$ cat config.mk
export PLATFORM = sky130hd
export DESIGN_NAME = mix_columns_iter_flat
export DESIGN_NICKNAME = d
export VERILOG_FILES = /design/src/rtl/aes_pkg.sv /design/src/rtl/mix_columns_iter_if.sv /design/src/rtl/mix_column_unit.sv /design/src/rtl/mix_columns_iter.sv /design/src/flat_wrapper.sv
export SDC_FILE = /design/constraint.sdc
export NUM_CORES = 1
export LEC_CHECK = 0
export ABC_AREA = 0
export ABC_CLOCK_PERIOD_IN_PS = 8350
export CORE_MARGIN = 5
export CORE_UTILIZATION = 45
export DETAILED_ROUTE_END_ITERATION = 7
export PLACE_DENSITY = 0.77
export SLEW_MARGIN = 15
export SYNTH_ARGS = -nofsm -noshare
export SYNTH_HDL_FRONTEND = slang
export SYNTH_SLANG_ARGS = --single-unit
$ cat constraint.sdc
create_clock -name clk -period 8.35 [get_ports clk]
set_input_delay 1.2525 -clock clk [delete_from_list [all_inputs] [get_ports clk]]
set_output_delay 1.2525 -clock clk [all_outputs]
set_load 0.02 [all_outputs]
$ cat src/rtl/aes_pkg.sv
// rtl/aes_pkg.sv - shared AES types, FSM states and GF(2^8) multiply helpers
package aes_pkg;

    localparam logic [7:0] AES_POLY = 8'h1B;

    typedef logic [127:0] aes_state_t;
    typedef logic [31:0]  aes_col_t;

    typedef enum logic [1:0] {IDLE, BUSY, DONE} mc_state_e;

    function automatic logic [7:0] xtime(input logic [7:0] x);
        return {x[6:0], 1'b0} ^ (x[7] ? AES_POLY : 8'h00);
    endfunction

    function automatic logic [7:0] gf_mul2(input logic [7:0] x);
        return xtime(x);
    endfunction

    function automatic logic [7:0] gf_mul3(input logic [7:0] x);
        return xtime(x) ^ x;
    endfunction

    // Inverse coefficients are sums of x, 2x, 4x and 8x.
    function automatic logic [7:0] gf_mul9(input logic [7:0] x);
        return xtime(xtime(xtime(x))) ^ x;
    endfunction

    function automatic logic [7:0] gf_mulB(input logic [7:0] x);
        return xtime(xtime(xtime(x))) ^ xtime(x) ^ x;
    endfunction

    function automatic logic [7:0] gf_mulD(input logic [7:0] x);
        return xtime(xtime(xtime(x))) ^ xtime(xtime(x)) ^ x;
    endfunction

    function automatic logic [7:0] gf_mulE(input logic [7:0] x);
        return xtime(xtime(xtime(x))) ^ xtime(xtime(x)) ^ xtime(x);
    endfunction

endpackage

$ cat src/rtl/mix_columns_iter_if.sv
// rtl/mix_columns_iter_if.sv - block handshake bundle; in_key present only with MIXCOL_ADDKEY_EN
interface mix_columns_iter_if;

    logic                in_valid;
    logic                in_ready;
    aes_pkg::aes_state_t in_state;
    logic                in_inv;
`ifdef MIXCOL_ADDKEY_EN
    aes_pkg::aes_state_t in_key;
`endif
    logic                out_valid;
    logic                out_ready;
    aes_pkg::aes_state_t out_state;

    modport master (
`ifdef MIXCOL_ADDKEY_EN
        output in_key,
`endif
        output in_valid, in_state, in_inv, out_ready,
        input  in_ready, out_valid, out_state
    );

    modport slave (
`ifdef MIXCOL_ADDKEY_EN
        input  in_key,
`endif
        input  in_valid, in_state, in_inv, out_ready,
        output in_ready, out_valid, out_state
    );

endinterface

$ cat src/rtl/mix_column_unit.sv
// rtl/mix_column_unit.sv - combinational MixColumns / InvMixColumns on one 32-bit column
module mix_column_unit
    import aes_pkg::*;
(
    input  aes_col_t col_i,
    input  logic     inv_i,
    output aes_col_t col_o
);

    logic [7:0] a0, a1, a2, a3;
    logic [7:0] f0, f1, f2, f3;
    logic [7:0] r0, r1, r2, r3;

    assign a0 = col_i[31:24];
    assign a1 = col_i[23:16];
    assign a2 = col_i[15:8];
    assign a3 = col_i[7:0];

    assign f0 = gf_mul2(a0) ^ gf_mul3(a1) ^ a2          ^ a3;
    assign f1 = a0          ^ gf_mul2(a1) ^ gf_mul3(a2) ^ a3;
    assign f2 = a0          ^ a1          ^ gf_mul2(a2) ^ gf_mul3(a3);
    assign f3 = gf_mul3(a0) ^ a1          ^ a2          ^ gf_mul2(a3);

    assign r0 = gf_mulE(a0) ^ gf_mulB(a1) ^ gf_mulD(a2) ^ gf_mul9(a3);
    assign r1 = gf_mul9(a0) ^ gf_mulE(a1) ^ gf_mulB(a2) ^ gf_mulD(a3);
    assign r2 = gf_mulD(a0) ^ gf_mul9(a1) ^ gf_mulE(a2) ^ gf_mulB(a3);
    assign r3 = gf_mulB(a0) ^ gf_mulD(a1) ^ gf_mul9(a2) ^ gf_mulE(a3);

    assign col_o = inv_i ? {r0, r1, r2, r3} : {f0, f1, f2, f3};

endmodule

$ cat src/rtl/mix_columns_iter.sv
// rtl/mix_columns_iter.sv - iterative MixColumns engine, COLS_PER_CYCLE columns per clock
// Optional fused AddRoundKey enabled by defining MIXCOL_ADDKEY_EN.
module mix_columns_iter
    import aes_pkg::*;
#(
    parameter int COLS_PER_CYCLE = 1
) (
    input  logic              clk,
    input  logic              rst,
    mix_columns_iter_if.slave bus,
    output logic              busy
);

    if (!(COLS_PER_CYCLE == 1 || COLS_PER_CYCLE == 2 || COLS_PER_CYCLE == 4)) begin : g_bad_param
        $error("mix_columns_iter: COLS_PER_CYCLE must be 1, 2 or 4");
    end

    localparam logic [1:0] LAST_CNT = 2'(4 - COLS_PER_CYCLE);
    // With 4 columns per cycle the step wraps to 0, which is harmless: the first group is the last.
    localparam logic [1:0] STEP     = 2'(COLS_PER_CYCLE);

    mc_state_e  state_q, state_d;
    logic [1:0] cnt_q, cnt_d;
    aes_state_t work_q, work_d;
    logic       inv_q, inv_d;
`ifdef MIXCOL_ADDKEY_EN
    aes_state_t key_q, key_d;
`endif

    aes_col_t   cols_q   [4];
    aes_col_t   cols_new [4];
    aes_col_t   unit_out [COLS_PER_CYCLE];
    aes_state_t work_xf;
    aes_state_t result;
    logic       accept;
    logic       xfer;

    always_comb begin
        for (int i = 0; i < 4; i++) begin
            cols_q[i] = work_q[127 - 32*i -: 32];
        end
    end

    for (genvar k = 0; k < COLS_PER_CYCLE; k++) begin : g_unit
        mix_column_unit u_col (
            .col_i (cols_q[cnt_q + 2'(k)]),
            .inv_i (inv_q),
            .col_o (unit_out[k])
        );
    end

    // Only the current column group is replaced; the rest of the state passes through.
    always_comb begin
        for (int i = 0; i < 4; i++) begin
            cols_new[i] = cols_q[i];
        end
        for (int k = 0; k < COLS_PER_CYCLE; k++) begin
            cols_new[cnt_q + 2'(k)] = unit_out[k];
        end
        work_xf = '0;
        for (int i = 0; i < 4; i++) begin
            work_xf[127 - 32*i -: 32] = cols_new[i];
        end
    end

    assign bus.in_ready  = (state_q == IDLE) || (state_q == DONE && bus.out_ready);
    assign bus.out_valid = (state_q == DONE);
    assign busy          = (state_q == BUSY);
    assign accept        = bus.in_valid && bus.in_ready;
    assign xfer          = bus.out_valid && bus.out_ready;

`ifdef MIXCOL_ADDKEY_EN
    assign result = work_q ^ key_q;
`else
    assign result = work_q;
`endif

    // The working register holds partial results while busy, so the output is gated to DONE.
    assign bus.out_state = (state_q == DONE) ? result : '0;

    always_comb begin
        state_d = state_q;
        cnt_d   = cnt_q;
        work_d  = work_q;
        inv_d   = inv_q;
`ifdef MIXCOL_ADDKEY_EN
        key_d   = key_q;
`endif
        case (state_q)
            IDLE: begin
                if (accept) begin
                    state_d = BUSY;
                end
            end
            BUSY: begin
                work_d = work_xf;
                cnt_d  = cnt_q + STEP;
                if (cnt_q == LAST_CNT) begin
                    state_d = DONE;
                end
            end
            DONE: begin
                if (xfer) begin
                    state_d = accept ? BUSY : IDLE;
                end
            end
            default: state_d = IDLE;
        endcase

        if (accept) begin
            cnt_d  = '0;
            work_d = bus.in_state;
            inv_d  = bus.in_inv;
`ifdef MIXCOL_ADDKEY_EN
            key_d  = bus.in_key;
`endif
        end
    end

    always_ff @(posedge clk) begin
        if (rst) begin
            state_q <= IDLE;
            cnt_q   <= '0;
            work_q  <= '0;
            inv_q   <= 1'b0;
`ifdef MIXCOL_ADDKEY_EN
            key_q   <= '0;
`endif
        end else begin
            state_q <= state_d;
            cnt_q   <= cnt_d;
            work_q  <= work_d;
            inv_q   <= inv_d;
`ifdef MIXCOL_ADDKEY_EN
            key_q   <= key_d;
`endif
        end
    end

endmodule

$ cat src/flat_wrapper.sv
// flat-port wrapper written by rule: the top's interface ports become plain ports
module mix_columns_iter_flat import aes_pkg::*;
#(
    parameter int COLS_PER_CYCLE = 1
)
  (clk, rst, busy, bus_in_valid, bus_in_state, bus_in_inv, bus_out_ready, bus_in_ready, bus_out_valid, bus_out_state);
  mix_columns_iter_if bus_i ();
  input  logic clk;
  input  logic rst;
  output logic busy;
  input wire logic [$bits(bus_i.in_valid)-1:0] bus_in_valid;
  input wire logic [$bits(bus_i.in_state)-1:0] bus_in_state;
  input wire logic [$bits(bus_i.in_inv)-1:0] bus_in_inv;
  input wire logic [$bits(bus_i.out_ready)-1:0] bus_out_ready;
  output wire logic [$bits(bus_i.in_ready)-1:0] bus_in_ready;
  output wire logic [$bits(bus_i.out_valid)-1:0] bus_out_valid;
  output wire logic [$bits(bus_i.out_state)-1:0] bus_out_state;
  assign bus_i.in_valid = bus_in_valid;
  assign bus_i.in_state = bus_in_state;
  assign bus_i.in_inv = bus_in_inv;
  assign bus_i.out_ready = bus_out_ready;
  assign bus_in_ready = bus_i.in_ready;
  assign bus_out_valid = bus_i.out_valid;
  assign bus_out_state = bus_i.out_state;
  mix_columns_iter #(.COLS_PER_CYCLE(COLS_PER_CYCLE)) u_core (.clk(clk), .rst(rst), .bus(bus_i), .busy(busy));
endmodule
==> reports/metrics.cfg <==
[outcome]
status=complete, no violations

[power_and_ir_drop]
power.density_nw_per_um2=400
internal_power_uw=2980
p_leak_uw=0.00519
p_seq_frac=0.146
combPwrFrac=0.703
peakVddDrop_mv=0.273
power_switching_uw=2540
swShare=0.461
clkPwrFrac=0.152

[die]
io-pin-count=264
fp.coreArea_um2=23300
dieHeight_um=163
design.die.area_um2=26600
die_width_um=163
start_util=0.453
rows=56

[setup_path]
endpoint=u_core.cols_q[45]
cp.arrival_ps=4890
rr_startpoint=u_core.cnt_q[0]
cp-end-kind=register
worstSetupPathType=reg2reg
timing.rr.end=u_core.cols_q[45]
crit_start=u_core.cnt_q[0]
worstPathRequired_ps=8620
startpoint_type=register
cp_max_fo=25
ff2ff_path_depth=8
rrSetupSlack_ps=3720

[placement]
post-dp-hpwl_um=29100
io_buffers=263
gp_congestion=0.950
pre_cts_slack_ps=3760

[synthesis]
yosys.area_share.xor_xnor=0.257
synth_top_family_by_area=XOR/XNOR gates
synth-compound-area-share=0.187
synth_area_um2=10500
synthCells=1148
yosys_register_bits=133
ys_async_sr_fraction=0
synth_fa_ha_area_frac=0.00475
muxShareOfSynthArea=0.0824
synth_edf_count=0
synth-simple-area-share=0.164
syn_nets=1285
ys.flop_type=dfxtp_1
synth.distinct_cells=44
syn_area_per_cell_um2=9.18
yosysWarnings=0
seq_area_frac_synth=0.253

[clock_tree]
clk_latency_ps=440
path_clk_slew_ps=60
post_cts_buffers=0
tritoncts=yes
cts_root_buffer=clkbuf_16
htreeDepth=4
clock_path_buffers=2
cts_hold_buf=0
clock_sinks=133
postCtsResizedCells=0
cts-buffers-inserted=17

[timing]
skew_ps=11.7
layout_min_cycle_time_ps=4630
period_share=0.554
fmax_mhz=216
fin_tns_setup_ps=0
worst_slew_margin_rel=0.279
slew_violations=0
rsz0062_at_grt=false
hold_viol=0
setup_ws_ps=3720
setup_viol=0
max_slew.worst_pin.slew_ps=1080

[route]
wl_um=40100
viasPerCell=6.15
wl_per_cell_um=24.1
vias=10252
first_iter_violations=1116
dr.pass1.iters=6
ant_nets=0
drc_errors=0

[layout]
layout-area-overhead-vs-synth_pct=30.9
final_layout_size_suffix_gt1_frac=0.0683
fillers=2050
nets=1471

[worst_hold_path]
hold_path.class=reg2reg

[grt]
antenna_found_initial=1
grt_pass1_vias=10141
gr-total-overflow=0
grt_util_all_layers=0.294
grt_pass1_wl_um=60700
grt_max_degree=100

[run]
cap_violations=0

placed cells by master, fill, tap and decap left out, drive strengths merged, types with 4 or more instances in the layout:
cell	netlist	layout
a211o	8	8
or3	8	8
o22ai	20	20
nor3	10	10
xnor2	147	147
a211oi	5	5
nand2	75	75
a221oi	20	20
xnor3	35	35
a31oi	16	16
nand2b	5	5
clkdlybuf4s50	0	262
dfxtp	133	133
buf	43	15
and2	140	140
ha	4	4
bufinv	0	4
xor3	7	7
xor2	34	34
a21oi	100	100
mux4	32	32
nor2	38	38
inv	4	11
and3	21	21
clkbuf	67	17
o21ai	37	37
nand3	28	28
a22oi	100	100
mux2i	8	8
metrics by stage:
step	total power (uW)	utilization	instances	hold WS [ps]	area (um2)
final	5520	0.593	1667	513	13800
after global routing	5760	0.593	1667	537	13800
after CTS	5440	0.593	1666	507	13800
after detailed placement	4590	0.566	1634	499	13200
after global placement	4550	0.566	1634	489	13200
after floorplan	3710	-	1148	470	10500
sequential cells by signal (all words and copies together), names as in the netlist:
| signal | flops |
|---|---|
| u_core.inv_q | 1 |
| u_core.cols_q | 128 |
| u_core.cnt_q | 2 |
| u_core.state_q | 2 |
worst max-delay path: stages (launching register included):
cell	delay, ps
dfxtp_2	680
buf_4	530
mux4_1	830
xor2_1	580
xnor3_1	640
xnor2_1	330
xnor3_1	400
a21oi_2	320
o22ai_1	140
how the worst min path moves through the flow:
stage | slack, ps | endpoint | depth (start not counted) | from
2_1_floorplan | 470 | u_core.cols_q[84] | 2 | u_core.cols_q[84]
3_3_place_gp | 490 | u_core.cols_q[20] | 2 | u_core.cols_q[20]
3_5_place_dp | 500 | u_core.cols_q[20] | 2 | u_core.cols_q[20]
4_1_cts | 510 | u_core.cols_q[20] | 2 | u_core.cols_q[20]
5_1_grt | 540 | u_core.cols_q[20] | 2 | u_core.cols_q[20]
6_report | 510 | u_core.cols_q[20] | 2 | u_core.cols_q[20]
synth_stat cells, types with 3 or more instances:
library cell / n / share of area
and2_1: 140 / 0.083
xnor2_1: 134 / 0.11
dfxtp_1: 133 / 0.25
a22oi_1: 100 / 0.071
a21oi_1: 99 / 0.047
nand2_1: 75 / 0.027
clkbuf_1: 67 / 0.024
nor2_1: 38 / 0.014
xnor3_1: 33 / 0.070
o21ai_0: 32 / 0.015
xor2_1: 32 / 0.027
nand3_1: 28 / 0.013
and3_1: 21 / 0.012
a221oi_1: 20 / 0.017
o22ai_1: 19 / 0.011
mux4_1: 18 / 0.045
buf_2: 17 / 0.0081
a31oi_1: 16 / 0.0095
mux4_2: 14 / 0.030
buf_1: 13 / 0.0046
a211o_1: 8 / 0.0066
mux2i_1: 8 / 0.0076
nor3_1: 8 / 0.0038
or3_1: 8 / 0.0047
xnor2_2: 8 / 0.012
xor3_1: 6 / 0.014
buf_4: 5 / 0.0036
buf_6: 5 / 0.0053
nand2b_1: 5 / 0.0030
o21ai_1: 5 / 0.0024
xnor2_4: 5 / 0.013
a211oi_1: 4 / 0.0028
ha_1: 4 / 0.0047
inv_1: 4 / 0.0014
buf_12: 3 / 0.0057
layer usage:
layer | global-route usage | share of wire
met4 | 0.104 | 0.033
met2 | 0.462 | 0.47
met1 | 0.407 | 0.40
met3 | 0.0573 | 0.095
met5 | 0 | 0
power groups by stage:
stage / combinational [uW] / clock, uW / sequential [uW]
after floorplan: 2940 / 0 / 770
after detailed placement: 3780 / 0 / 811
after global placement: 3740 / 0 / 814
after global routing: 4080 / 866 / 810
after CTS: 3800 / 838 / 800
final: 3880 / 837 / 806
cell type report:
cell class | instances | area [um2] | area share
Multi-Input combinational cell | 901 | 7350 | 0.532
Tap cell | 319 | 399 | 0.0289
Clock buffer | 17 | 425 | 0.0308
Timing Repair Buffer | 277 | 2740 | 0.198
Inverter | 4 | 15.0 | 0.00109
Antenna cell | 1 | 2.50 | 0.000181
Sequential cell | 133 | 2670 | 0.193
Clock inverter | 15 | 215 | 0.0156
logic make-up after synthesis:
| group | after synthesis |
|---|---|
| adder cells (fa/ha/maj) | 4 |
| XOR/XNOR | 223 |
| flip-flops | 133 |
| AO/OA/AOI/OAI | 307 |
| buffers and inverters | 114 |
| AND/OR/NAND/NOR | 327 |
| multiplexers | 40 |
Note: power is estimated with default switching activity, not from simulation.
